<file path="config.mk">
export PLATFORM = sky130hd
export DESIGN_NAME = adder_4_bit
export DESIGN_NICKNAME = d
export VERILOG_FILES = /design/src/rtl/adder_4_bit_pkg.sv /design/src/rtl/adder_4_bit_full_adder.sv /design/src/rtl/adder_4_bit.sv
export SDC_FILE = /design/constraint.sdc
export NUM_CORES = 1
export LEC_CHECK = 0
export CAP_MARGIN = 10
export CELL_PAD_IN_SITES_DETAIL_PLACEMENT = 1
export CELL_PAD_IN_SITES_GLOBAL_PLACEMENT = 2
export CORE_AREA = 4 4 43 45
export DETAILED_ROUTE_END_ITERATION = 8
export DIE_AREA = 0 0 47 49
export HOLD_SLACK_MARGIN = 0.05
export PLACE_DENSITY_LB_ADDON = 0.2
export REMOVE_ABC_BUFFERS = 1
export SETUP_SLACK_MARGIN = 0.5
export SLEW_MARGIN = 20
export SYNTH_ARGS = -nofsm -noshare
export SYNTH_HDL_FRONTEND = slang
export SYNTH_SLANG_ARGS = --single-unit
</file>
<file path="constraint.sdc">
create_clock -name clk -period 2 [get_ports clk]
set_input_delay 0.4 -clock clk [delete_from_list [all_inputs] [get_ports clk]]
set_output_delay 0.4 -clock clk [all_outputs]
set_load 0.1 [all_outputs]
</file>
<file path="src/rtl/adder_4_bit_pkg.sv">
// ============================================================================
// Module      : adder_4_bit_pkg
// Description : Shared width constants for the registered ripple-carry adder.
// Revision    : 1.0 - initial release
// ============================================================================
`default_nettype none

package adder_4_bit_pkg;

    localparam int c_WIDTH_DEFAULT  = 4;
    localparam int c_RESULT_WIDTH   = c_WIDTH_DEFAULT + 1;

endpackage : adder_4_bit_pkg

`default_nettype wire

</file>
<file path="src/rtl/adder_4_bit_full_adder.sv">
// ============================================================================
// Module      : full_adder
// Description : One-bit combinational full adder, the ripple-chain cell.
// Revision    : 1.0 - initial release
// ============================================================================
`default_nettype none

module full_adder (
    input  logic a,
    input  logic b,
    input  logic cin,
    output logic s,
    output logic cout
);

    assign s    = a ^ b ^ cin;
    assign cout = (a & b) | (a & cin) | (b & cin);

endmodule : full_adder

`default_nettype wire

</file>
<file path="src/rtl/adder_4_bit.sv">
// ============================================================================
// Module      : adder_4_bit
// Description : Unsigned ripple-carry adder with registered Sum/Cout outputs.
// Revision    : 1.0 - initial release
// ============================================================================
`default_nettype none

module adder_4_bit
    import adder_4_bit_pkg::*;
#(
    parameter int WIDTH = c_WIDTH_DEFAULT
) (
    input  logic             clk,
    input  logic             rst,
    input  logic [WIDTH-1:0] A,
    input  logic [WIDTH-1:0] B,
    output logic [WIDTH-1:0] Sum,
    output logic             Cout
);

    logic [WIDTH:0]   w_carry;
    logic [WIDTH-1:0] w_sum;
    logic [WIDTH-1:0] r_sum;
    logic             r_cout;

    // No external carry-in: the chain starts from zero.
    assign w_carry[0] = 1'b0;

    generate
        for (genvar gi = 0; gi < WIDTH; gi++) begin : g_ripple
            full_adder u_fa (
                .a    (A[gi]),
                .b    (B[gi]),
                .cin  (w_carry[gi]),
                .s    (w_sum[gi]),
                .cout (w_carry[gi+1])
            );
        end
    endgenerate

    always_ff @(posedge clk) begin
        if (rst) begin
            r_sum  <= '0;
            r_cout <= 1'b0;
        end else begin
            r_sum  <= w_sum;
            r_cout <= w_carry[WIDTH];
        end
    end

    assign Sum  = r_sum;
    assign Cout = r_cout;

endmodule : adder_4_bit

`default_nettype wire

</file>
==> results.py, run 1 <==
metrics = {
    "logic_synthesis": {
        "synth-compound-area-share": 0,
        "synth_mux_area_frac": 0,
        "synthAdderAreaFrac": 0.345,
        "yosysUniqueCellTypes": 6,
        "ys_seq_elements": 5,
        "synthSimpleGateAreaFrac": 0.125,
        "netlist_area_um2": 210,
        "synth_top_area_share": 0.476,
        "synth_top_area_cell": "dfxtp_1",
        "synth_area_leaders": "dfxtp_1 48%, fa_1 29%, nor2b_1 8.9%",
        "syn_avg_cell_area_um2": 12.4,
        "synth-seq-area-share": 0.476,
        "netlist_instances": 17,
        "synthXorXnorAreaFrac": 0,
        "ys_warn_count": 0,
        "synth_top_family_by_area": "adder cells",
    },
    "global_routing": {
        "grt_max_degree": 6,
        "antenna_found_initial": 0,
        "grt_pass1_wl_um": 862,
        "grt_pass1_vias": 198,
        "track_usage": 0.0587,
        "grt-ovfl-total": 0,
    },
    "sta": {
        "layout_setup_ws_ps": 318,
        "timing.final.hold_violations": 0,
        "worst_pin_slew_ps": 280,
        "clock.fmax_ghz": 0.594,
        "finalCriticalPeriod_ps": 1680,
        "slew_headroom": 0.815,
        "timing.final.crit_share": 0.841,
        "whs_ps": 497,
        "setup_violations": 0,
        "rsz0062_at_grt": "yes",
        "drv_slew": 0,
    },
    "route": {
        "wl_um": 490,
        "drc": 0,
        "routedWlPerCell_um": 9.61,
        "ant_nets": 0,
        "vias": 174,
        "viasPerCell": 3.41,
        "drt_iter0_drc": 1,
        "dr.pass1.iters": 2,
    },
    "worst_setup_path": {
        "crit_family": "adder cells",
        "end_kind": "register",
        "critPathMaxStageDelay_ps": 390,
        "cp_num_buf_inv": 2,
        "cpMostUsedCell": "fa_2",
        "cp_cell_sequence": "buf_6, ha_4, fa_2, fa_2, inv_2, fa_1, nor2_1",
        "critPathMaxFanout": 1,
        "arrival_ps": 1860,
        "start_kind": "primary input",
        "path_class": "primary input to register",
        "slowest_stage": "fa_1",
        "required_ps": 2180,
        "critical_path_depth": 7,
    },
    "cts": {
        "clock-sinks": 5,
        "htreeDepth": 1,
        "cts_hold_buf": 0,
        "clkTransAtPathRegs_ps": 40,
        "cts_tree": "built",
        "cts_buffers": 3,
        "cts_root_buf": "clkbuf_4",
        "clockBufferDepth": 2,
    },
    "floorplan": {
        "initial_utilization": 0.143,
        "io_pins": 15,
        "dieArea_um2": 2300,
        "fp.dieH_um": 49,
        "coreArea_um2": 1470,
        "num_rows": 14,
        "die_x_um": 47,
    },
    "pwr": {
        "finalPower_w": 0.000360,
        "p_per_area_nw_per_um2": 902,
        "ir_worst_vdd_mv": 0.140,
        "p_leak_nw": 0.176,
    },
    "cells_and_area": {
        "regArea_um2": 100,
        "multi_input_area_um2": 116,
        "syn_to_final_growth_pct": 89.9,
        "post-route-util": 0.271,
        "final_layout_size_suffix_gt1_frac": 0.429,
        "antennaDiodeCount": 0,
        "num-nets-final": 50,
        "fill_cells": 181,
    },
    "job": {
        "drv_cap": 0,
    },
    "hold_path": {
        "hold_depth": 3,
        "hold_path_class": "primary input to register",
    },
    "outcome": {
        "outcome": "completed",
    },
    "placement": {
        "dpl.hpwl_um": 429,
        "io_buffers": 14,
        "dpl_worst_slack_ps": -414,
        "gp_congestion": 0.563,
    },
}
==> cell usage after synthesis (all sizes together) <==
cell,count
nor2b,3
ha,1
inv,3
fa,3
dfxtp,5
nor2,2
==> through the flow <==
step | area (µm²) | std cells | setup TNS (ps)
after floorplan | 210 | 17 | 0
after global placement | 358 | 47 | -657
after detailed placement | 358 | 47 | -709
after CTS | 403 | 51 | 0
after global routing | 399 | 51 | 0
final | 399 | 51 | 0
==> cell usage in the layout, fill, tap and decap left out, types with 2 or more instances in the layout <==
master / instances
dfxtp_1: 5
buf_6: 2
clkbuf_4: 3
buf_4: 5
nor2b_1: 3
fa_2: 2
inv_1: 2
clkdlybuf4s50_1: 5
nor2_1: 2
==> metal layers <==
metal | vias up | global-route usage | share of wire
met5 | - | 0 | 0
li1 | 84 | - | -
met4 | 0 | 0.0691 | 0
met2 | 8 | 0.0792 | 0.60
met3 | 0 | 0.0332 | 0.12
met1 | 82 | 0.0533 | 0.28
==> kinds of logic after synthesis <==
logic type / Yosys count
simple gates: 5
buf+inv: 3
fa+ha+maj: 4
flops: 5
==> registers in the layout, summed over array words and instances (netlist names) <==
register / count
Cout: 1
Sum: 4
==> report_power, final <==
group	internal (W)	leakage (nW)	switching (W)
logic	0.0000398	0.120	0.0000936
registers	0.000110	0.0417	0.00000260
clock network	0.0000752	0.0150	0.0000384
==> area by class of cell <==
class / instances / share of cell area
multi-input combinational: 9 / 0.292
timing repair buffer: 14 / 0.313
sequential: 5 / 0.251
clock buffer: 4 / 0.0658
inverter: 3 / 0.0282
tap: 16 / 0.0502
==> final timing paths <==
kind	startpoint	to	slack, ps
hold / removal	B[0]	Sum[0]	500
setup / recovery	A[0]	Sum[3]	320
==> repair_timing <==
item | 4_1_cts | 5_1_grt
pin swaps | 5 | 5
setup endpoints to repair | 3 | 3
setup buffers | 0 | 0
resized for setup | 16 | 2
Power figures use the tool's default switching activity.
==> run 2, diff against run 1 <==
==> constraint.sdc (replaced) <==
create_clock -name clk -period 1.37 [get_ports clk]
set_input_delay 0.274 -clock clk [delete_from_list [all_inputs] [get_ports clk]]
set_output_delay 0.274 -clock clk [all_outputs]
set_load 0.1 [all_outputs]
==> run 2 against run 1 <==
Against the previous run: the flow now finishes with violations (negative setup slack); clock power grew 47%; combinational power grew 73%; critical endpoint unchanged; utilization grew 4.6 points; die area is the same; first-iteration DRC count grew 100%; clock-buffer cell count is the same.
==> results.py, run 2 (synthesized netlist as in run 1, its figures left out) <==
metrics = {
    "cts": {
        "cts_tree": "built",
        "cts_root_buf": "clkbuf_4",
        "clock-sinks": 5,
        "cts_hold_buf": 0,
        "clockBufferDepth": 2,
        "htreeDepth": 1,
        "cts_buffers": 3,
        "clkTransAtPathRegs_ps": 40,
    },
    "outcome": {
        "outcome": "finished with violations",
        "failed_checks": "negative setup slack",
    },
    "floorplan": {
        "initial_utilization": 0.143,
        "coreArea_um2": 1470,
        "dieArea_um2": 2300,
        "io_pins": 15,
        "die_x_um": 47,
        "num_rows": 14,
        "fp.dieH_um": 49,
    },
    "worst_setup_path": {
        "cpMostUsedCell": "fa_2",
        "cp_cell_sequence": "buf_6, ha_4, fa_2, fa_2, inv_2, fa_1, nor2_1",
        "start_kind": "primary input",
        "end_kind": "register",
        "arrival_ps": 1720,
        "cp_num_buf_inv": 2,
        "crit_family": "adder cells",
        "critPathMaxStageDelay_ps": 390,
        "required_ps": 1550,
        "critPathMaxFanout": 1,
        "path_class": "primary input to register",
        "slowest_stage": "fa_1",
    },
    "global_routing": {
        "grt_max_degree": 6,
        "track_usage": 0.0530,
        "met1_usage": 0.0443,
        "grt_pass1_wl_um": 745,
        "grt-ovfl-total": 0,
        "grt_use_met2": 0.0701,
        "antenna_found_initial": 0,
        "grt_pass1_vias": 177,
        "grtUsageMet3": 0.0221,
        "busiest_layer": "met4",
    },
    "hold_path": {
        "hold_path_class": "primary input to register",
    },
    "sta": {
        "timing.final.crit_share": 1.13,
        "rsz0062_at_grt": "yes",
        "layout_setup_ws_ps": -173,
        "slew_headroom": 0.889,
        "finalCriticalPeriod_ps": 1540,
        "worst_pin_slew_ps": 166,
        "clock.fmax_ghz": 0.648,
        "timing.final.hold_violations": 0,
        "setup_violations": 1,
        "drv_slew": 0,
    },
    "cells_and_area": {
        "num-nets-final": 50,
        "largest_reg_flops": 4,
        "final_layout_size_suffix_gt1_frac": 0.543,
        "syn_to_final_growth_pct": 122,
        "final_cell_mix": "5 x clkdlybuf4s50_1, 5 x buf_12, 4 x dfxtp_2, 3 x nor2b_1, 3 x clkbuf_4",
        "antennaDiodeCount": 0,
        "post-route-util": 0.317,
    },
    "route": {
        "drt_iter0_drc": 2,
        "dr.pass1.iters": 2,
        "ant_nets": 0,
        "drc": 0,
        "wl_um": 455,
        "viasPerCell": 3.43,
        "vias": 175,
        "routedWlPerCell_um": 8.92,
    },
    "pwr": {
        "p_int_w": 0.000368,
        "p_switching_w": 0.000205,
        "sequentialPowerShare": 0.305,
        "pwr-share-comb": 0.401,
        "p_leak_nw": 0.195,
        "pwr-share-clk": 0.294,
        "ir_worst_vdd_mv": 0.241,
        "p_per_area_nw_per_um2": 1230,
        "finalPower_w": 0.000574,
        "switching_share": 0.358,
    },
    "placement": {
        "dpl_worst_slack_ps": -934,
        "dpl.hpwl_um": 418,
        "io_buffers": 14,
        "gp_congestion": 0.605,
    },
    "job": {
        "drv_cap": 0,
    },
}
==> run 2: changes by cell type in the layout (fill, tap and decap cells not counted) <==
cell / before / now
buf_4: 5 / 0
clkbuf_2: 1 / 0
buf_12: 0 / 5
dfxtp_2: 0 / 4
dfxtp_1: 5 / 1
buf_2: 0 / 1
==> run 2: worst paths after layout <==
path                  startpoint      to  slack, ps  cells after the start
worst max-delay path        B[0]  Sum[3]       -170                      7
worst min-delay path        A[0]  Sum[0]        360                      3
==> run 2: layer usage <==
metal | vias up | share of wire
li1 | 84 | -
met1 | 77 | 0.28
met2 | 11 | 0.52
met3 | 3 | 0.13
met4 | 0 | 0.064
met5 | - | 0
==> run 2: area by class of cell <==
class                           instances  area [µm²]
Fill cell                             174        1000
Sequential cell                         5         105
Tap cell                               16        20.0
Timing Repair Buffer                   14         188
Multi-Input combinational cell          9         116
Inverter                                3        11.3
Clock buffer                            4        26.3
==> run 2: repair_timing <==
| action | in CTS | in global routing |
|---|---|---|
| gates resized for setup | 21 | 2 |
| pin swaps | 5 | 4 |
| endpoints found under the setup margin | 10 | 9 |
| setup buffers | 0 | 0 |
==> run 2: through the flow <==
| stage | setup TNS (ps) | instances | hold WS, ps | cell area, µm² |
|---|---|---|---|---|
| 6_report | -173 | 51 | 356 | 467 |
| 3_5_place_dp | -2420 | 47 | 743 | 420 |
| 5_1_grt | -234 | 51 | 368 | 467 |
| 4_1_cts | -270 | 51 | 348 | 472 |
| 2_1_floorplan | -703 | 17 | 341 | 210 |
| 3_3_place_gp | -2330 | 47 | 740 | 420 |
==> run 2: power by group through the flow <==
| stage | registers (W) | clock network (W) | logic (W) |
|---|---|---|---|
| after floorplan | 0.000276 | 0 | 0.0000231 |
| after global placement | 0.000175 | 0 | 0.000228 |
| after detailed placement | 0.000176 | 0 | 0.000229 |
| after CTS | 0.000176 | 0.000181 | 0.000234 |
| after global routing | 0.000177 | 0.000192 | 0.000239 |
| final | 0.000175 | 0.000168 | 0.000230 |
